==> src/rtl/mc_control_fsm_if.sv <==
// Control bundle between the multicycle controller and its datapath.
// master = controller side (drives strobes), slave = datapath side (drives IR fields, flags, mem_ready).
interface mc_control_fsm_if #(
  parameter int RET_W = 32
);
  logic [6:0]       opcode;
  logic [2:0]       funct3;
  logic             zero;
  logic             lt;
  logic             ltu;
  logic             mem_ready;

  logic             pc_write;
  logic             ir_write;
  logic             mem_read;
  logic             mem_write;
  logic             reg_write;
  logic             adr_src;
  logic [1:0]       alu_src_a;
  logic [1:0]       alu_src_b;
  logic [1:0]       aluop;
  logic [1:0]       result_src;
  logic [2:0]       immsrc;
  logic             halt;
  logic [1:0]       trap_cause;
  logic [3:0]       state_o;
  logic [RET_W-1:0] retired;

  modport master (
    input  opcode, funct3, zero, lt, ltu, mem_ready,
    output pc_write, ir_write, mem_read, mem_write, reg_write, adr_src,
           alu_src_a, alu_src_b, aluop, result_src, immsrc,
           halt, trap_cause, state_o, retired
  );

  modport slave (
    output opcode, funct3, zero, lt, ltu, mem_ready,
    input  pc_write, ir_write, mem_read, mem_write, reg_write, adr_src,
           alu_src_a, alu_src_b, aluop, result_src, immsrc,
           halt, trap_cause, state_o, retired
  );
endinterface

==> src/rtl/mc_control_fsm.sv <==
// Multicycle RV32 control FSM with memory timeout trap and retire counter; CTRL_UPPER_EN adds LUI/AUIPC.
// Strobes registered one cycle after the state decision; mem_ready stalls FETCH/MEMRD/MEMWR, trapping after MEM_TIMEOUT misses.
module mc_control_fsm #(
  parameter int MEM_TIMEOUT = 15,
  parameter int RET_W       = 32
) (
  input  logic             clk,
  input  logic             rst_n,
  mc_control_fsm_if.master bus
);

  typedef enum logic [3:0] {
    S_IDLE   = 4'd0,
    S_FETCH  = 4'd1,
    S_DECODE = 4'd2,
    S_MEMADR = 4'd3,
    S_MEMRD  = 4'd4,
    S_MEMWB  = 4'd5,
    S_MEMWR  = 4'd6,
    S_EXECR  = 4'd7,
    S_EXECI  = 4'd8,
    S_ALUWB  = 4'd9,
    S_BRANCH = 4'd10,
    S_JAL    = 4'd11,
    S_JALR   = 4'd12,
    S_UPPER  = 4'd13,
    S_TRAP   = 4'd14
  } state_t;

  typedef struct packed {
    logic       pc_write;
    logic       mem_read;
    logic       mem_write;
    logic       reg_write;
    logic       adr_src;
    logic [1:0] alu_src_a;
    logic [1:0] alu_src_b;
    logic [1:0] aluop;
    logic [1:0] result_src;
    logic [2:0] immsrc;
    logic       halt;
  } ctrl_t;

  localparam logic [6:0] OP_LOAD  = 7'b0000011;
  localparam logic [6:0] OP_STORE = 7'b0100011;
  localparam logic [6:0] OP_R     = 7'b0110011;
  localparam logic [6:0] OP_I     = 7'b0010011;
  localparam logic [6:0] OP_BR    = 7'b1100011;
  localparam logic [6:0] OP_JAL   = 7'b1101111;
  localparam logic [6:0] OP_JALR  = 7'b1100111;
  localparam logic [6:0] OP_LUI   = 7'b0110111;
`ifdef CTRL_UPPER_EN
  localparam logic [6:0] OP_AUIPC = 7'b0010111;
`endif

  localparam logic [1:0] CAUSE_ILL = 2'b01;
  localparam logic [1:0] CAUSE_BR  = 2'b10;
  localparam logic [1:0] CAUSE_TO  = 2'b11;
  localparam logic [7:0] TO_LAST   = 8'(MEM_TIMEOUT - 1);

  state_t           r_state;
  ctrl_t            r_ctrl;
  logic [7:0]       r_to_cnt;
  logic [1:0]       r_trap_cause;
  logic [RET_W-1:0] r_retired;

  state_t           w_nxt;
  logic [1:0]       w_cause;
  logic             w_wait_state;
  logic             w_to_hit;
  logic             w_br_cond;
  logic             w_br_bad;
  logic             w_fetch_done;

  // Moore strobe set for a given state; the IR is stable outside FETCH so op is safe to use here.
  function automatic ctrl_t f_decode(state_t s, logic [6:0] op);
    ctrl_t c;
    c = '0;
    case (s)
      S_FETCH:  begin c.mem_read = 1'b1; c.alu_src_b = 2'b10; end
      S_MEMADR: c.immsrc = (op == OP_STORE) ? 3'b001 : 3'b000;
      S_MEMRD:  begin c.mem_read = 1'b1; c.adr_src = 1'b1; end
      S_MEMWB:  begin c.reg_write = 1'b1; c.result_src = 2'b01; end
      S_MEMWR:  begin c.mem_write = 1'b1; c.adr_src = 1'b1; end
      S_EXECR:  begin c.aluop = 2'b10; c.alu_src_b = 2'b00; end
      S_EXECI:  begin c.aluop = 2'b10; c.alu_src_b = 2'b01; c.immsrc = 3'b000; end
      S_ALUWB:  begin c.reg_write = 1'b1; c.result_src = 2'b00; end
      S_BRANCH: begin c.aluop = 2'b01; c.immsrc = 3'b010; end
      S_JAL: begin
        c.immsrc = 3'b011; c.pc_write = 1'b1; c.reg_write = 1'b1; c.result_src = 2'b10;
      end
      S_JALR: begin
        c.immsrc = 3'b000; c.pc_write = 1'b1; c.reg_write = 1'b1; c.result_src = 2'b10;
      end
      S_UPPER: begin
        c.immsrc     = 3'b100;
        c.alu_src_a  = (op == OP_LUI) ? 2'b01 : 2'b00;
        c.result_src = 2'b11;
        c.reg_write  = 1'b1;
      end
      S_TRAP:   c.halt = 1'b1;
      default:  c = '0;
    endcase
    return c;
  endfunction

  assign w_wait_state = (r_state == S_FETCH) || (r_state == S_MEMRD) || (r_state == S_MEMWR);
  assign w_to_hit     = (r_to_cnt == TO_LAST);
  assign w_fetch_done = (r_state == S_FETCH) && bus.mem_ready;
  assign w_br_bad     = (bus.funct3 == 3'b010) || (bus.funct3 == 3'b011);

  always_comb begin
    w_br_cond = 1'b0;
    case (bus.funct3)
      3'b000:  w_br_cond = bus.zero;
      3'b001:  w_br_cond = !bus.zero;
      3'b100:  w_br_cond = bus.lt;
      3'b101:  w_br_cond = !bus.lt;
      3'b110:  w_br_cond = bus.ltu;
      3'b111:  w_br_cond = !bus.ltu;
      default: w_br_cond = 1'b0;
    endcase
  end

  always_comb begin
    w_nxt   = r_state;
    w_cause = r_trap_cause;
    case (r_state)
      S_IDLE:   w_nxt = S_FETCH;
      S_FETCH: begin
        if (bus.mem_ready)  w_nxt = S_DECODE;
        else if (w_to_hit) begin w_nxt = S_TRAP; w_cause = CAUSE_TO; end
      end
      S_DECODE: begin
        case (bus.opcode)
          OP_LOAD, OP_STORE: w_nxt = S_MEMADR;
          OP_R:              w_nxt = S_EXECR;
          OP_I:              w_nxt = S_EXECI;
          OP_BR:             w_nxt = S_BRANCH;
          OP_JAL:            w_nxt = S_JAL;
          OP_JALR:           w_nxt = S_JALR;
`ifdef CTRL_UPPER_EN
          OP_LUI, OP_AUIPC:  w_nxt = S_UPPER;
`endif
          default: begin w_nxt = S_TRAP; w_cause = CAUSE_ILL; end
        endcase
      end
      S_MEMADR: w_nxt = (bus.opcode == OP_STORE) ? S_MEMWR : S_MEMRD;
      S_MEMRD: begin
        if (bus.mem_ready)  w_nxt = S_MEMWB;
        else if (w_to_hit) begin w_nxt = S_TRAP; w_cause = CAUSE_TO; end
      end
      S_MEMWR: begin
        if (bus.mem_ready)  w_nxt = S_FETCH;
        else if (w_to_hit) begin w_nxt = S_TRAP; w_cause = CAUSE_TO; end
      end
      S_EXECR, S_EXECI: w_nxt = S_ALUWB;
      S_BRANCH: begin
        if (w_br_bad) begin w_nxt = S_TRAP; w_cause = CAUSE_BR; end
        else               w_nxt = S_FETCH;
      end
      S_MEMWB, S_ALUWB, S_JAL, S_JALR, S_UPPER: w_nxt = S_FETCH;
      S_TRAP:   w_nxt = S_TRAP;
      default:  w_nxt = S_IDLE;
    endcase
  end

  always_ff @(posedge clk or negedge rst_n) begin
    if (!rst_n) begin
      r_state      <= S_IDLE;
      r_ctrl       <= '0;
      r_to_cnt     <= '0;
      r_trap_cause <= 2'b00;
      r_retired    <= '0;
    end else begin
      r_state      <= w_nxt;
      r_ctrl       <= f_decode(w_nxt, bus.opcode);
      r_trap_cause <= w_cause;
      // Counts only consecutive misses within one wait state.
      if ((w_nxt != r_state) || bus.mem_ready || !w_wait_state)
        r_to_cnt <= '0;
      else
        r_to_cnt <= r_to_cnt + 8'd1;
      if ((w_nxt == S_FETCH) && (r_state != S_FETCH) &&
          (r_state != S_IDLE) && (r_state != S_TRAP))
        r_retired <= r_retired + RET_W'(1);
    end
  end

  // FETCH handshake and branch outcome are the only same-cycle strobes.
  assign bus.pc_write   = r_ctrl.pc_write | w_fetch_done | ((r_state == S_BRANCH) && w_br_cond);
  assign bus.ir_write   = w_fetch_done;
  assign bus.mem_read   = r_ctrl.mem_read;
  assign bus.mem_write  = r_ctrl.mem_write;
  assign bus.reg_write  = r_ctrl.reg_write;
  assign bus.adr_src    = r_ctrl.adr_src;
  assign bus.alu_src_a  = r_ctrl.alu_src_a;
  assign bus.alu_src_b  = r_ctrl.alu_src_b;
  assign bus.aluop      = r_ctrl.aluop;
  assign bus.result_src = r_ctrl.result_src;
  assign bus.immsrc     = r_ctrl.immsrc;
  assign bus.halt       = r_ctrl.halt;
  assign bus.trap_cause = r_trap_cause;
  assign bus.state_o    = r_state;
  assign bus.retired    = r_retired;

endmodule

==> src/flat_wrapper.sv <==
// flat-port wrapper written by rule: the top's interface ports become plain ports
module mc_control_fsm_flat 
#(
  parameter int MEM_TIMEOUT = 15,
  parameter int RET_W       = 32
)
  (clk, rst_n, bus_opcode, bus_funct3, bus_zero, bus_lt, bus_ltu, bus_mem_ready, bus_pc_write, bus_ir_write, bus_mem_read, bus_mem_write, bus_reg_write, bus_adr_src, bus_alu_src_a, bus_alu_src_b, bus_aluop, bus_result_src, bus_immsrc, bus_halt, bus_trap_cause, bus_state_o, bus_retired);
  mc_control_fsm_if #(.RET_W(RET_W)) bus_i ();
  input  logic clk;
  input  logic rst_n;
  input wire logic [$bits(bus_i.opcode)-1:0] bus_opcode;
  input wire logic [$bits(bus_i.funct3)-1:0] bus_funct3;
  input wire logic [$bits(bus_i.zero)-1:0] bus_zero;
  input wire logic [$bits(bus_i.lt)-1:0] bus_lt;
  input wire logic [$bits(bus_i.ltu)-1:0] bus_ltu;
  input wire logic [$bits(bus_i.mem_ready)-1:0] bus_mem_ready;
  output wire logic [$bits(bus_i.pc_write)-1:0] bus_pc_write;
  output wire logic [$bits(bus_i.ir_write)-1:0] bus_ir_write;
  output wire logic [$bits(bus_i.mem_read)-1:0] bus_mem_read;
  output wire logic [$bits(bus_i.mem_write)-1:0] bus_mem_write;
  output wire logic [$bits(bus_i.reg_write)-1:0] bus_reg_write;
  output wire logic [$bits(bus_i.adr_src)-1:0] bus_adr_src;
  output wire logic [$bits(bus_i.alu_src_a)-1:0] bus_alu_src_a;
  output wire logic [$bits(bus_i.alu_src_b)-1:0] bus_alu_src_b;
  output wire logic [$bits(bus_i.aluop)-1:0] bus_aluop;
  output wire logic [$bits(bus_i.result_src)-1:0] bus_result_src;
  output wire logic [$bits(bus_i.immsrc)-1:0] bus_immsrc;
  output wire logic [$bits(bus_i.halt)-1:0] bus_halt;
  output wire logic [$bits(bus_i.trap_cause)-1:0] bus_trap_cause;
  output wire logic [$bits(bus_i.state_o)-1:0] bus_state_o;
  output wire logic [$bits(bus_i.retired)-1:0] bus_retired;
  assign bus_i.opcode = bus_opcode;
  assign bus_i.funct3 = bus_funct3;
  assign bus_i.zero = bus_zero;
  assign bus_i.lt = bus_lt;
  assign bus_i.ltu = bus_ltu;
  assign bus_i.mem_ready = bus_mem_ready;
  assign bus_pc_write = bus_i.pc_write;
  assign bus_ir_write = bus_i.ir_write;
  assign bus_mem_read = bus_i.mem_read;
  assign bus_mem_write = bus_i.mem_write;
  assign bus_reg_write = bus_i.reg_write;
  assign bus_adr_src = bus_i.adr_src;
  assign bus_alu_src_a = bus_i.alu_src_a;
  assign bus_alu_src_b = bus_i.alu_src_b;
  assign bus_aluop = bus_i.aluop;
  assign bus_result_src = bus_i.result_src;
  assign bus_immsrc = bus_i.immsrc;
  assign bus_halt = bus_i.halt;
  assign bus_trap_cause = bus_i.trap_cause;
  assign bus_state_o = bus_i.state_o;
  assign bus_retired = bus_i.retired;
  mc_control_fsm #(.MEM_TIMEOUT(MEM_TIMEOUT), .RET_W(RET_W)) u_core (.clk(clk), .rst_n(rst_n), .bus(bus_i));
endmodule
==> config.mk <==
export PLATFORM = sky130hd
export DESIGN_NAME = mc_control_fsm_flat
export DESIGN_NICKNAME = d
export VERILOG_FILES = /design/src/rtl/mc_control_fsm_if.sv /design/src/rtl/mc_control_fsm.sv /design/src/flat_wrapper.sv
export SDC_FILE = /design/constraint.sdc
export NUM_CORES = 1
export LEC_CHECK = 0
export CAP_MARGIN = 20
export CORE_MARGIN = 2
export CORE_UTILIZATION = 53
export CTS_BUF_LIST = sky130_fd_sc_hd__clkbuf_8
export DETAILED_ROUTE_END_ITERATION = 6
export PLACE_DENSITY = 0.81
export REMOVE_ABC_BUFFERS = 1
export SETUP_SLACK_MARGIN = 0.1
export SLEW_MARGIN = 20
export SYNTH_ARGS = -nofsm -noshare
export SYNTH_HDL_FRONTEND = slang
export SYNTH_SLANG_ARGS = --single-unit
==> constraint.sdc <==
create_clock -name clk -period 2.8 [get_ports clk]
set_input_delay 0.56 -clock clk [delete_from_list [all_inputs] [get_ports clk]]
set_output_delay 0.56 -clock clk [all_outputs]
set_load 0.02 [all_outputs]
* Word-level counts from Yosys, hierarchy flattened
Index checks and enable logic that the tools add are counted.
** Operators by class
- $add $sub $neg :: 2
- Equality and inequality tests :: 50
- Multiplexer cells :: 28
- Bitwise logic cells :: 2
- Reductions and logical operators :: 29
** Operators by type and width (number)
- == test 4 bit (second input constant) :: 14
- case mux 4 bit (9 select lines) :: 1
- adder 32 x 1 -> 32 bit (second input constant) :: 1
- == test 4 x 3 -> 1 bit (second input constant) :: 8
- case mux 4 bit (6 select lines) :: 1
- == test 7 x 6 -> 1 bit (second input constant) :: 3
- == test 7 bit (second input constant) :: 3
- two-way mux 4 bit :: 5
- == test 3 bit (second input constant) :: 4
- == test 4 x 2 -> 1 bit (second input constant) :: 3
- two-way mux 2 bit :: 6
- case mux 2 bit (3 select lines) :: 2
- case mux 3 bit (4 select lines) :: 1
- OR reduction 2 bit :: 6
- adder 8 x 1 -> 8 bit (second input constant) :: 1
- == test 4 x 1 -> 1 bit (second input constant) :: 2
- == test 8 x 4 -> 1 bit (second input constant) :: 1
- two-way mux 1 bit :: 8
- two-way mux 8 bit :: 1
- case mux 2 bit (2 select lines) :: 2
- == test 7 x 2 -> 1 bit (second input constant) :: 1
- == test 7 x 5 -> 1 bit (second input constant) :: 1
- OR reduction 7 bit :: 1
- == test 3 x 2 -> 1 bit (second input constant) :: 2
- 19 further kinds :: 33
** Word-level totals
- Register bits :: 63
- Bits of input ports :: 16

* Depth between registers and ports, before layout
Gate-level depths: netlist of run 1.
- Word-level depth :: 8
- Mapped depth :: 9

* Worst setup path after synthesis of run 1
No wires, ideal clock.
- Path type :: input port to flip-flop
- Start :: input port bus_opcode[5]
- End :: register u_core.r_ctrl, in the netlist u_core.bus.result_src[1]
- Setup time :: 142 ps
- Data arrival time :: 2119 ps
- Data required time :: 2658 ps
- Setup slack :: 539 ps
- Stages on the path :: 8
- Cell sequence :: clkbuf_1 > mux2_2 > o41ai_1 > nor2_1 > or3_1 > buf_2 > a32oi_1 > a21oi_1
** Between the ends
- Longest elaborated chain between the ends :: 7
** RTL lines
- start: declaration :: RTL line flat_wrapper.sv:11 : input wire logic [$bits(bus_i.opcode)-1:0] bus_opcode;
- == test 7 x 2 -> 1 bit or == test 7 x 6 -> 1 bit (tied branches) :: RTL line mc_control_fsm.sv:135 : case (bus.opcode)
- OR reduction 2 bit :: RTL line mc_control_fsm.sv:135
- case mux 4 bit (6 select lines) (*) :: RTL line mc_control_fsm.sv:135
- case mux 4 bit (9 select lines) (*) :: RTL line mc_control_fsm.sv:128 : case (r_state)
- named net u_core.w_nxt[2] :: RTL line mc_control_fsm.sv:67 : state_t w_nxt;
- == test 4 bit :: RTL line mc_control_fsm.sv:79 : case (s)
- OR reduction 2 bit (no line)
- case mux 2 bit (3 select lines) (*) :: RTL line mc_control_fsm.sv:79
- end signal: assignment :: RTL line mc_control_fsm.sv:177 : r_ctrl <= f_decode(w_nxt, bus.opcode);
- end: declaration :: RTL line mc_control_fsm.sv:62 : ctrl_t r_ctrl;
Mark *: on every way through the listed nets, which the timed path passes. The rest lies on a longest branch.
A chain may end at the register's enable or synchronous reset.

* Final worst setup path of run 1
- Start :: register u_core.r_state[1] (netlist: u_core.bus.state_o[1])
- End :: output port bus_ir_write
** Between the ends
- Longest elaborated chain between the ends :: 2
** RTL lines
- start: declaration :: RTL line mc_control_fsm.sv:61 : state_t r_state;
- start signal: assignment :: RTL line mc_control_fsm.sv:176 : r_state <= w_nxt;
- == test 4 x 1 -> 1 bit :: RTL line mc_control_fsm.sv:109 : assign w_fetch_done = (r_state == S_FETCH) && bus.mem_ready;
- logical AND 1 bit :: RTL line mc_control_fsm.sv:109
- end: declaration :: RTL line flat_wrapper.sv:18 : output wire logic [$bits(bus_i.ir_write)-1:0] bus_ir_write;
Every way passes these cells.

==> results of run 1 <==
[power groups by stage]
stage	clock (mW)	sequential, mW	combinational, mW
after floorplan	0	0.916	0.0175
after global placement	0	0.914	0.0786
after detailed placement	0	0.914	0.0802
after CTS	0.690	0.897	0.0805
after global routing	0.731	0.897	0.0890
final	0.671	0.897	0.0793
[placed cells by master (no fill, tap or decap), types with 2 or more instances in the layout]
cell / instances
sky130_fd_sc_hd__xor2_1: 5
sky130_fd_sc_hd__clkbuf_8: 10
sky130_fd_sc_hd__nor2_1: 27
sky130_fd_sc_hd__and3_1: 10
sky130_fd_sc_hd__nor3_1: 10
sky130_fd_sc_hd__buf_12: 3
sky130_fd_sc_hd__a211oi_4: 2
sky130_fd_sc_hd__and2_1: 8
sky130_fd_sc_hd__o21ai_0: 2
sky130_fd_sc_hd__dfrtp_1: 60
sky130_fd_sc_hd__o41ai_1: 2
sky130_fd_sc_hd__conb_1: 3
sky130_fd_sc_hd__a21oi_1: 8
sky130_fd_sc_hd__clkinv_2: 3
sky130_fd_sc_hd__nand4_1: 31
sky130_fd_sc_hd__or3_1: 4
sky130_fd_sc_hd__nor4_1: 3
sky130_fd_sc_hd__and4_1: 3
sky130_fd_sc_hd__o21ai_1: 2
sky130_fd_sc_hd__nand3_1: 15
sky130_fd_sc_hd__a211oi_1: 3
sky130_fd_sc_hd__a311o_1: 2
sky130_fd_sc_hd__a21o_1: 3
sky130_fd_sc_hd__nand2_1: 16
sky130_fd_sc_hd__inv_1: 11
sky130_fd_sc_hd__buf_4: 15
sky130_fd_sc_hd__ha_1: 3
sky130_fd_sc_hd__nand2b_1: 6
sky130_fd_sc_hd__xnor2_1: 35
sky130_fd_sc_hd__nor2b_1: 2
sky130_fd_sc_hd__inv_2: 2
sky130_fd_sc_hd__dfrtp_2: 2
sky130_fd_sc_hd__o221a_2: 2
sky130_fd_sc_hd__clkdlybuf4s50_1: 68
sky130_fd_sc_hd__o221ai_2: 2
[kinds of logic (layout without fill, tap and decap cells)]
group	count (synthesis)	in the layout
buffers and inverters	36	115
adders and majority gates	3	3
DFF	62	62
xor gates and xnor gates	40	40
and+or+nand+nor	145	145
muxes	4	4
other	1	3
AOI/OAI and AO/OA	43	43
[through the flow]
step	area, sq um	instances
final	4390	492
after global routing	4390	492
after CTS	4390	492
after detailed placement	4220	476
after global placement	4220	476
after floorplan	3250	311
[layout make-up]
type	count	area (sq um)
well taps	77	96.3
repair buffers	88	868
multi-input cells	238	1660
flip-flops and latches	62	1550
clock buffers	10	138
inverters	11	41.3
fillers	479	1930
clock inverters	6	30.0
[synthesized netlist by cell type (3+ instances only)]
master and instances:
sky130_fd_sc_hd__ha_1 3, sky130_fd_sc_hd__and3_1 10, sky130_fd_sc_hd__a211oi_1 3, sky130_fd_sc_hd__nand2b_1 6, sky130_fd_sc_hd__or3_1 4, sky130_fd_sc_hd__inv_1 9
sky130_fd_sc_hd__buf_2 5, sky130_fd_sc_hd__and4_1 3, sky130_fd_sc_hd__buf_4 11, sky130_fd_sc_hd__nor4_1 3, sky130_fd_sc_hd__clkbuf_1 3, sky130_fd_sc_hd__nand3_1 15
sky130_fd_sc_hd__xor2_1 5, sky130_fd_sc_hd__dfrtp_1 62, sky130_fd_sc_hd__a21oi_1 8, sky130_fd_sc_hd__xnor2_1 35, sky130_fd_sc_hd__and2_1 8, sky130_fd_sc_hd__nor3_1 10
sky130_fd_sc_hd__a21o_1 3, sky130_fd_sc_hd__nand4_1 31, sky130_fd_sc_hd__nand2_1 16, sky130_fd_sc_hd__buf_6 6, sky130_fd_sc_hd__nor2_1 27
[critical path, stage by stage (launching register included)]
cell and delay [ns]:
sky130_fd_sc_hd__dfrtp_1 0.40, sky130_fd_sc_hd__buf_4 0.20, sky130_fd_sc_hd__inv_1 0.15, sky130_fd_sc_hd__nand2_1 0.10
sky130_fd_sc_hd__nor3_1 0.21, sky130_fd_sc_hd__clkdlybuf4s50_1 0.65
[layer usage]
| metal | global-route usage | vias to the layer above | part of all wire |
|---|---|---|---|
| met5 | 0 | - | 0 |
| met3 | 0.0698 | 10 | 0.051 |
| met2 | 0.345 | 74 | 0.47 |
| met1 | 0.324 | 1317 | 0.46 |
| li1 | - | 1353 | - |
| met4 | 0.0592 | 0 | 0.015 |
[registers in the layout (all words and copies together) (netlist names), 2 cells and up]
| register | cells |
|---|---|
| u_core.bus.aluop | 2 |
| u_core.bus.trap_cause | 2 |
| u_core.bus.immsrc | 3 |
| u_core.r_to_cnt | 8 |
| u_core.bus.result_src | 2 |
| u_core.bus.state_o | 4 |
| u_core.bus.retired | 32 |
| u_core.bus.alu_src_b | 2 |
[final timing paths]
path	from	end	slack (ns)	cells after the start
worst min-delay path	rst_n	u_core.bus.retired[30]$_DFFE_PN0P_	0.25	1
worst max register to register	u_core.bus.state_o[1]$_DFF_PN0_	u_core.bus.retired[1]$_DFFE_PN0P_	0.44	8
max in group asynchronous	rst_n	u_core.r_to_cnt[6]$_DFF_PN0_	1.94	2
worst min register to register	u_core.bus.retired[31]$_DFFE_PN0P_	u_core.bus.retired[31]$_DFFE_PN0P_	0.47	1
min in group clk	u_core.bus.retired[31]$_DFFE_PN0P_	u_core.bus.retired[31]$_DFFE_PN0P_	0.47	1
worst max-delay path	u_core.bus.state_o[1]$_DFF_PN0_	bus_ir_write	0.20	5
==> impl_summary.log, run 1 <==
[metrics] synthesis-stage register bit count: 62
[metrics] number of buffers inserted to repair setup after CTS: 0
[metrics] dominant combinational cell family by area after synthesis: simple AND/OR/NAND/NOR gates
[metrics] post-layout util: 0.695
[metrics] Worst Path Max Fanout: 13
[metrics] post-synthesis share of cell area spent on full adders, half adders and majority gates: 0.0109
[metrics] power after layout: 1.65 mW
[metrics] unique cell type count in the Yosys netlist: 62
[metrics] antenna diode count: 0
[metrics] cell chosen for the clock root: sky130_fd_sc_hd__clkbuf_8
[metrics] number of synthesized flops with an enable pin: 0
[metrics] share of post-route cells with drive strength above 1: 0.137
[metrics] Final #Nets: 429
[metrics] top cell type's share of synthesized area: 0.452
[metrics] number of ports placed on the die boundary: 72
[metrics] TritonCTS clock tree: yes
[metrics] routed wirelength normalized by instance count: 15.1 microns
[metrics] pre-CTS worst setup slack: -0.00521 ns
[metrics] result of the run: complete, no violations
[metrics] GRT overflow: 0
[metrics] post-cts sizing count: 2
[metrics] CP arrival: 2.04 ns
[metrics] proportion of synthesized chip area in sequential cells: 0.452
[metrics] fraction of power spent switching nets: 0.231
[metrics] Pins Over Slew Limit: 0
[metrics] drt pass-1 iters: 4
[metrics] setup TNS: 0 ns
[metrics] crit path kind: reg2out
[metrics] maximum number of pins on one net before global-route repair: 34
[metrics] width of the die: 84.5 microns
[metrics] average footprint of a synthesized cell: 10.3 sq um
[metrics] TritonCTS buffer count: 9
[metrics] detailed placement HPWL: 5.45 mm
[metrics] # port buffers: 70
[metrics] post-synthesis mux area share: 0.0139
[metrics] clock transition at the registers of the reported paths: 0.07 ns
[metrics] Fmax: 0.385 GHz
[metrics] startpoint kind of the worst setup timing path: register
[metrics] RSZ-0062 raised after global routing: no
[metrics] endpoint kind of the worst setup timing path: output port
[metrics] final setup violating endpoints: 0
[metrics] largest vdd supply drop: 0.000309 V
[metrics] cell taking the most area after synthesis: sky130_fd_sc_hd__dfrtp_1
[metrics] compound-gate portion of the synthesized area: 0.116
[metrics] final wirelength: 7.44 mm
[metrics] most instantiated flip-flop cell in the synthesis netlist: sky130_fd_sc_hd__dfrtp_1
[metrics] Die Footprint: 7140 sq um
[metrics] Max clock buf depth: 2
[metrics] CP required: 2.24 ns
[metrics] number of antenna violations at the first check in global routing: 0
[metrics] time the worst path needs with I/O delays and setup: 2.60 ns
[metrics] final worst-path setup slack: 0.202 ns
[metrics] DRC violations left: 0
[metrics] synthesized-area fraction occupied by xor and xnor cells: 0.102
[metrics] cell area after synthesis: 3430 sq um
[metrics] number of sinks driven by the clock tree: 62
[metrics] clock network latency to the later pin of the worst-skew pair: 0.34 ns
[metrics] Starting Density: 0.544
[metrics] final RePlAce weighted congestion: 0.880
[metrics] Hold Worst Slack: 0.246 ns
[metrics] area of the core: 6310 sq um
[metrics] first-pass GRT wire length: 12.9 mm
[metrics] crit share post-route: 0.928
[metrics] number of hold violations in the final report: 0
[metrics] clock share of power: 0.407
[metrics] leakage power figure: 1.80 nW
[metrics] internal power summed over all cells: 1.27 mW
[metrics] simple-gate area share of the yosys netlist: 0.238
[metrics] Fin Clk Skew: 0.0102 ns
[metrics] Via-to-Cell Ratio: 5.60
[metrics] GRT Resource Usage Total: 0.228
[metrics] Max-Cap Viols: 0
[metrics] overall die height: 84.5 microns
[metrics] via count: 2,754
[metrics] async set-or-reset flop fraction in the synthesized netlist: 1.00
[metrics] number of H-tree branching levels: 3
[metrics] portion of total power attributed to sequential cells: 0.545
[metrics] DRC marker count from the first detailed-route iteration: 183
[metrics] share of total power in combinational logic: 0.048
[metrics] layout overhead on the synthesized area: 27.9%
[metrics] worst max-slew margin expressed relative to the limit: 0.555
[metrics] worst hold-check path type: in2async
[metrics] Switching Power: 0.381 mW
[metrics] CTS Hold Buffers Added: 0
[metrics] power per standard cell area: 376 nW/um^2
[metrics] cell count after synthesis: 334
[metrics] slew at the pin with the worst max-slew slack: 0.668 ns
[metrics] synth top area cells: sky130_fd_sc_hd__dfrtp_1, sky130_fd_sc_hd__xnor2_1, sky130_fd_sc_hd__nand4_1, sky130_fd_sc_hd__nor2_1, sky130_fd_sc_hd__buf_4
[metrics] number of warnings issued by yosys: 0
[metrics] number of global-route vias before repair: 2,704
[metrics] Rows: 29
[metrics] count of antenna-violating nets left after detailed routing: 0
(Power assumes the default switching activity.)
==> run 2, diff against run 1 <==
REMOVE_ABC_BUFFERS = default   (was 1)
SLEW_MARGIN = 5   (was 20)
==> impl_summary.log, run 2 (same netlist as run 1, synthesis figures left out) <==
[metrics] endpoint kind of the worst setup timing path: output port (unchanged)
[metrics] number of hold violations in the final report: 0 (unchanged)
[metrics] GRT Resource Usage Total: 0.230 (was 0.228)
[metrics] instance area at placement: 4200 sq um (was 4220 sq um)
[metrics] setup TNS: 0 ns (unchanged)
[metrics] most common cell after layout, fill and taps aside: sky130_fd_sc_hd__clkdlybuf4s50_1 (unchanged)
[metrics] RSZ-0062 raised after global routing: no (unchanged)
[metrics] overall die height: 84.5 microns (unchanged)
[metrics] final wirelength: 7.61 mm (was 7.44 mm)
[metrics] Post-Layout Inst Area: 4390 sq um (about the same)
[metrics] met3 Use GR: 0.0639 (was 0.0698)
[metrics] CP arrival: 2.04 ns (about the same)
[metrics] worst hold-check path type: in2async (unchanged)
[metrics] final RePlAce weighted congestion: 0.886 (was 0.880)
[metrics] width of the die: 84.5 microns (unchanged)
[metrics] commonest non-fill, non-tap cells in the layout: sky130_fd_sc_hd__clkdlybuf4s50_1, sky130_fd_sc_hd__dfrtp_1, sky130_fd_sc_hd__xnor2_1 (unchanged)
[metrics] count of antenna-violating nets left after detailed routing: 0 (unchanged)
[metrics] first-pass GRT wire length: 13.1 mm (was 12.9 mm)
[metrics] Fin Clk Skew: 0.0104 ns (was 0.0102 ns)
[metrics] final setup violating endpoints: 0 (unchanged)
[metrics] Pins Over Slew Limit: 0 (unchanged)
[metrics] clock network latency to the later pin of the worst-skew pair: 0.35 ns (was 0.34 ns)
[metrics] layout overhead on the synthesized area: 27.9% (about the same)
[metrics] detailed placement HPWL: 5.45 mm (about the same)
[metrics] TritonCTS clock tree: yes (unchanged)
[metrics] share of post-route cells with drive strength above 1: 0.144 (was 0.137)
[metrics] crit share post-route: 0.930 (was 0.928)
[metrics] worst max-slew margin expressed relative to the limit: 0.485 (was 0.555)
[metrics] crit path kind: reg2out (unchanged)
[metrics] Worst Path Max Fanout: 11 (was 13)
[metrics] CP required: 2.24 ns (about the same)
[metrics] Hold Worst Slack: 0.372 ns (was 0.246 ns)
[metrics] # port buffers: 70 (unchanged)
[metrics] maximum number of pins on one net before global-route repair: 63 (was 34)
[metrics] TritonCTS buffer count: 9 (unchanged)
[metrics] number of cell instances on the worst register-to-register path: 6 (was 8)
[metrics] gr busiest metal: met2 (unchanged)
[metrics] number of global-route vias before repair: 2,702 (was 2,704)
[metrics] filler cell count: 496 (was 479)
[metrics] footprint of the flip-flops and latches: 1550 sq um (unchanged)
[metrics] Max-Cap Viols: 0 (unchanged)
[metrics] startpoint kind of the worst setup timing path: register (unchanged)
[metrics] Fmax: 0.384 GHz (was 0.385 GHz)
[metrics] antenna diode count: 0 (unchanged)
[metrics] flip-flop count of the largest register after layout: 32 (unchanged)
[metrics] leakage power figure: 1.80 nW (about the same)
[metrics] result of the run: complete, no violations (unchanged)
[metrics] largest vdd supply drop: 0.000451 V (was 0.000309 V)
[metrics] Die Footprint: 7140 sq um (unchanged)
[metrics] number of sinks driven by the clock tree: 62 (unchanged)
[metrics] global-route met1 utilization: 0.303 (was 0.324)
[metrics] Starting Density: 0.544 (unchanged)
[metrics] area of the multi-input gates: 1660 sq um (unchanged)
[metrics] via count: 2,757 (was 2,754)
[metrics] drt pass-1 iters: 4 (unchanged)
[metrics] Final #Nets: 430 (was 429)
[metrics] Max clock buf depth: 2 (unchanged)
[metrics] number of antenna violations at the first check in global routing: 0 (unchanged)
[metrics] power per standard cell area: 394 nW/um^2 (was 376 nW/um^2)
[metrics] DRC marker count from the first detailed-route iteration: 158 (was 183)
[metrics] clock transition at the registers of the reported paths: 0.08 ns (was 0.07 ns)
[metrics] number of buffers inserted to repair setup after CTS: 0 (unchanged)
[metrics] Rows: 29 (unchanged)
[metrics] number of ports placed on the die boundary: 72 (unchanged)
[metrics] time the worst path needs with I/O delays and setup: 2.60 ns (about the same)
[metrics] Global Route met2 Usage: 0.373 (was 0.345)
[metrics] cell chosen for the clock root: sky130_fd_sc_hd__clkbuf_8 (unchanged)
[metrics] Via-to-Cell Ratio: 5.59 (was 5.60)
[metrics] routed wirelength normalized by instance count: 15.4 microns (was 15.1 microns)
[metrics] slew at the pin with the worst max-slew slack: 0.773 ns (was 0.668 ns)
[metrics] DRC violations left: 0 (unchanged)
[metrics] area of the core: 6310 sq um (unchanged)
[metrics] number of H-tree branching levels: 3 (unchanged)
[metrics] GRT overflow: 0 (unchanged)
## run 2: changes by cell type in the layout (fill, tap and decap cells not counted), sizes merged
cell,before,now
buf,19,20
bufinv,0,1
clkbuf,10,9
clkdlybuf4s15,1,0
clkinv,3,4
clkinvlp,1,2
dlygate4sd2,0,1
inv,13,11
## run 2: path summary, 6_finish.rpt
path,startpoint,to,slack (ns)
max in group asynchronous,rst_n,u_core.bus.state_o[0]$_DFF_PN0_,1.90
worst max register to register,u_core.bus.state_o[3]$_DFF_PN0_,u_core.bus.mem_read$_DFF_PN0_,0.45
worst max-delay path,u_core.bus.state_o[2]$_DFF_PN0_,bus_ir_write,0.20
worst min register to register,u_core.bus.retired[31]$_DFFE_PN0P_,u_core.bus.retired[31]$_DFFE_PN0P_,0.48
min in group clk,u_core.bus.retired[31]$_DFFE_PN0P_,u_core.bus.retired[31]$_DFFE_PN0P_,0.48
worst min-delay path,rst_n,u_core.bus.immsrc[0]$_DFF_PN0_,0.37
## run 2: per-layer routing
layer	up-vias	routed length (microns)
met4	0	79
li1	1347	-
met1	1337	3430
met5	-	0
met2	66	3730
met3	7	369
## run 2: cell type report
cell class                 instances  area share
multi-input combinational        238       0.378
sequential                        62       0.354
timing repair buffer              89       0.194
clock buffer                       9      0.0282
tap                               77      0.0219
clock inverter                     7      0.0148
inverter                          11     0.00940
## run 2: critical path: stages (launching register included)
cell	delay (ns)
sky130_fd_sc_hd__dfrtp_2	0.50
sky130_fd_sc_hd__nand2b_1	0.24
sky130_fd_sc_hd__nor3_1	0.29
sky130_fd_sc_hd__clkdlybuf4s50_1	0.66
## run 2: power by group
part / total, mW / internal (mW) / leakage, nW / switching, mW
clock network: 0.754 / 0.403 / 0.0948 / 0.351
registers: 0.897 / 0.897 / 0.839 / 0.000298
logic: 0.0782 / 0.0348 / 0.871 / 0.0434
total: 1.73 / 1.34 / 1.80 / 0.395
## run 2: repair_timing
item                                    CTS  global route
hold buffers                              0             0
gates resized for setup                   3             0
endpoints found under the setup margin    2             0
## run 2: through the flow
| stage | setup slack [ns] | power (mW) | util | instances |
|---|---|---|---|---|
| final | 0.195 | 1.73 | 0.695 | 493 |
| after global routing | 0.112 | 1.80 | 0.695 | 493 |
| after CTS | 0.177 | 1.75 | 0.695 | 493 |
| after detailed placement | -0.0146 | 0.993 | 0.665 | 477 |
| after global placement | 0.0236 | 0.991 | 0.665 | 477 |
| after floorplan | 0.539 | 0.940 | - | 336 |
==> run 3, diff against run 2 <==
GPL_ROUTABILITY_DRIVEN = 0   (was default)
==> impl_summary.log, run 3 (same netlist as run 1, synthesis figures left out) <==
[metrics] CP required: 2.24 ns (about the same)
[metrics] DRC violations left: 0 (unchanged)
[metrics] Worst Path Max Fanout: 3 (was 11)
[metrics] number of global-route vias before repair: 2,802 (was 2,702)
[metrics] first-pass GRT wire length: 13.2 mm (was 13.1 mm)
[metrics] largest vdd supply drop: 0.000423 V (was 0.000451 V)
[metrics] crit path kind: in2out (was reg2out)
[metrics] GRT Resource Usage Total: 0.235 (was 0.230)
[metrics] flip-flop count of the largest register after layout: 32 (unchanged)
[metrics] power after layout: 1.99 mW (was 1.73 mW)
[metrics] Fin Clk Skew: 0.00554 ns (was 0.0104 ns)
[metrics] count of antenna-violating nets left after detailed routing: 0 (unchanged)
[metrics] result of the run: complete, no violations (unchanged)
[metrics] area of the core: 6310 sq um (unchanged)
[metrics] number of antenna violations at the first check in global routing: 0 (unchanged)
[metrics] Final #Nets: 432 (was 430)
[metrics] non-filler instance count after layout: 494 (was 493)
[metrics] routed wirelength normalized by instance count: 16.2 microns (was 15.4 microns)
[metrics] number of H-tree branching levels: 3 (unchanged)
[metrics] antenna diode count: 0 (unchanged)
[metrics] RSZ-0062 raised after global routing: no (unchanged)
[metrics] number of hold violations in the final report: 0 (unchanged)
[metrics] GRT overflow: 0 (unchanged)
[metrics] crit share post-route: 0.938 (was 0.930)
[metrics] final wirelength: 8.03 mm (was 7.61 mm)
[metrics] detailed placement HPWL: 5.76 mm (was 5.45 mm)
[metrics] maximum number of pins on one net before global-route repair: 26 (was 63)
[metrics] power per standard cell area: 444 nW/um^2 (was 394 nW/um^2)
[metrics] worst max-slew margin expressed relative to the limit: 0.648 (was 0.485)
[metrics] final setup violating endpoints: 0 (unchanged)
[metrics] Starting Density: 0.544 (unchanged)
[metrics] instance area at placement: 4220 sq um (was 4200 sq um)
[metrics] Max-Cap Viols: 0 (unchanged)
[metrics] Cell Count Post-Placement: 479 (was 477)
[metrics] width of the die: 84.5 microns (unchanged)
[metrics] commonest non-fill, non-tap cells in the layout: sky130_fd_sc_hd__clkdlybuf4s50_1, sky130_fd_sc_hd__dfrtp_1, sky130_fd_sc_hd__xnor2_1 (unchanged)
[metrics] Highest Signal Layer: met4 (unchanged)
[metrics] leakage power figure: 1.87 nW (was 1.80 nW)
[metrics] Post-Layout Inst Area: 4470 sq um (was 4390 sq um)
[metrics] post-layout util: 0.709 (was 0.695)
[metrics] DRC marker count from the first detailed-route iteration: 181 (was 158)
[metrics] cell chosen for the clock root: sky130_fd_sc_hd__clkbuf_8 (unchanged)
[metrics] final worst-path setup slack: 0.173 ns (was 0.195 ns)
[metrics] startpoint kind of the worst setup timing path: input pin (was register)
[metrics] met3 wire length: 358 microns (was 369 microns)
[metrics] Fmax: 0.381 GHz (was 0.384 GHz)
[metrics] # port buffers: 70 (unchanged)
[metrics] TritonCTS clock tree: yes (unchanged)
[metrics] clock transition at the registers of the reported paths: 0.07 ns (was 0.08 ns)
[metrics] Via-to-Cell Ratio: 5.81 (was 5.59)
[metrics] endpoint kind of the worst setup timing path: output port (unchanged)
[metrics] Rows: 29 (unchanged)
[metrics] share of post-route cells with drive strength above 1: 0.146 (was 0.144)
[metrics] most common cell after layout, fill and taps aside: sky130_fd_sc_hd__clkdlybuf4s50_1 (unchanged)
[metrics] overall die height: 84.5 microns (unchanged)
[metrics] via count: 2,868 (was 2,757)
[metrics] time the worst path needs with I/O delays and setup: 2.63 ns (was 2.60 ns)
[metrics] DRT met1 WL: 3.44 mm (was 3.43 mm)
[metrics] worst hold-check path type: in2async (unchanged)
[metrics] number of ports placed on the die boundary: 72 (unchanged)
[metrics] number of sinks driven by the clock tree: 62 (unchanged)
[metrics] Die Footprint: 7140 sq um (unchanged)
[metrics] slew at the pin with the worst max-slew slack: 0.524 ns (was 0.773 ns)
[metrics] pre-CTS worst setup slack: -0.0528 ns (was -0.0146 ns)
[metrics] clock network latency to the later pin of the worst-skew pair: 0.35 ns (about the same)
[metrics] number of cell instances on the worst register-to-register path: 7 (was 6)
[metrics] CP arrival: 2.07 ns (was 2.04 ns)
[metrics] layout overhead on the synthesized area: 30.4% (was 27.9%)
[metrics] TritonCTS buffer count: 9 (unchanged)
[metrics] sum of met2 wire segment lengths after detailed routing: 4.09 mm (was 3.73 mm)
[metrics] drt pass-1 iters: 4 (unchanged)
[metrics] Max clock buf depth: 2 (unchanged)
[metrics] worst reg2reg setup slack: 0.47 ns (was 0.45 ns)
[metrics] Pins Over Slew Limit: 0 (unchanged)
## run 3: cell types whose count changed in the layout (fill, tap and decap cells not counted)
cell / change
sky130_fd_sc_hd__clkinv_2: -4
sky130_fd_sc_hd__bufinv_16: +2
sky130_fd_sc_hd__dlymetal6s2s_1: +1
sky130_fd_sc_hd__clkbuf_8: +3
sky130_fd_sc_hd__buf_4: +2
sky130_fd_sc_hd__clkdlybuf4s50_1: -1
sky130_fd_sc_hd__clkinvlp_4: -2
## run 3: critical path, stage by stage
cell,delay [ns]
sky130_fd_sc_hd__clkdlybuf4s50_1,0.49
sky130_fd_sc_hd__xor2_1,0.21
sky130_fd_sc_hd__nor2_1,0.10
sky130_fd_sc_hd__a21oi_1,0.05
sky130_fd_sc_hd__a311o_1,0.34
sky130_fd_sc_hd__dlygate4sd2_1,0.32
## run 3: what timing repair did
action                                  4_1_cts  5_1_grt
buffers inserted                              0        0
hold buffers                                  0        0
resized for setup                             2        2
endpoints found under the setup margin        2        2
## run 3: layer usage
layer | track usage | vias up
met5 | 0 | -
met2 | 0.383 | 95
li1 | - | 1356
met3 | 0.0511 | 13
met1 | 0.305 | 1404
met4 | 0.0996 | 0
## run 3: layout make-up
cell class,count,area (sq um)
sequential,62,1550
clock buffer,12,165
timing repair buffer,91,867
fill,479,1840
clock inverter,3,90.1
multi-input combinational,238,1660
inverter,11,41.3
tap,77,96.3
## run 3: final timing paths
kind                                               startpoint                            endpoint
hold reg to reg            u_core.bus.retired[31]$_DFFE_PN0P_  u_core.bus.retired[31]$_DFFE_PN0P_
min in group clk           u_core.bus.retired[31]$_DFFE_PN0P_  u_core.bus.retired[31]$_DFFE_PN0P_
max in group asynchronous                               rst_n  u_core.bus.retired[11]$_DFFE_PN0P_
setup reg to reg              u_core.bus.state_o[2]$_DFF_PN0_   u_core.bus.retired[1]$_DFFE_PN0P_
hold / removal                                          rst_n   u_core.bus.alu_src_a[0]$_DFF_PN0_
setup / recovery                                bus_funct3[0]                        bus_pc_write
## run 3: power by group
part / switching, mW / internal [mW]
sequential: 0.000304 / 0.897
clock: 0.349 / 0.660
combinational: 0.0463 / 0.0367
## run 3: per-stage QoR
| stage | setup TNS [ns] | hold WS [ns] |
|---|---|---|
| 2_1_floorplan | 0 | 0.264 |
| 3_3_place_gp | 0 | 0.463 |
| 3_5_place_dp | -0.0528 | 0.473 |
| 4_1_cts | 0 | 0.196 |
| 5_1_grt | 0 | 0.220 |
| 6_report | 0 | 0.172 |
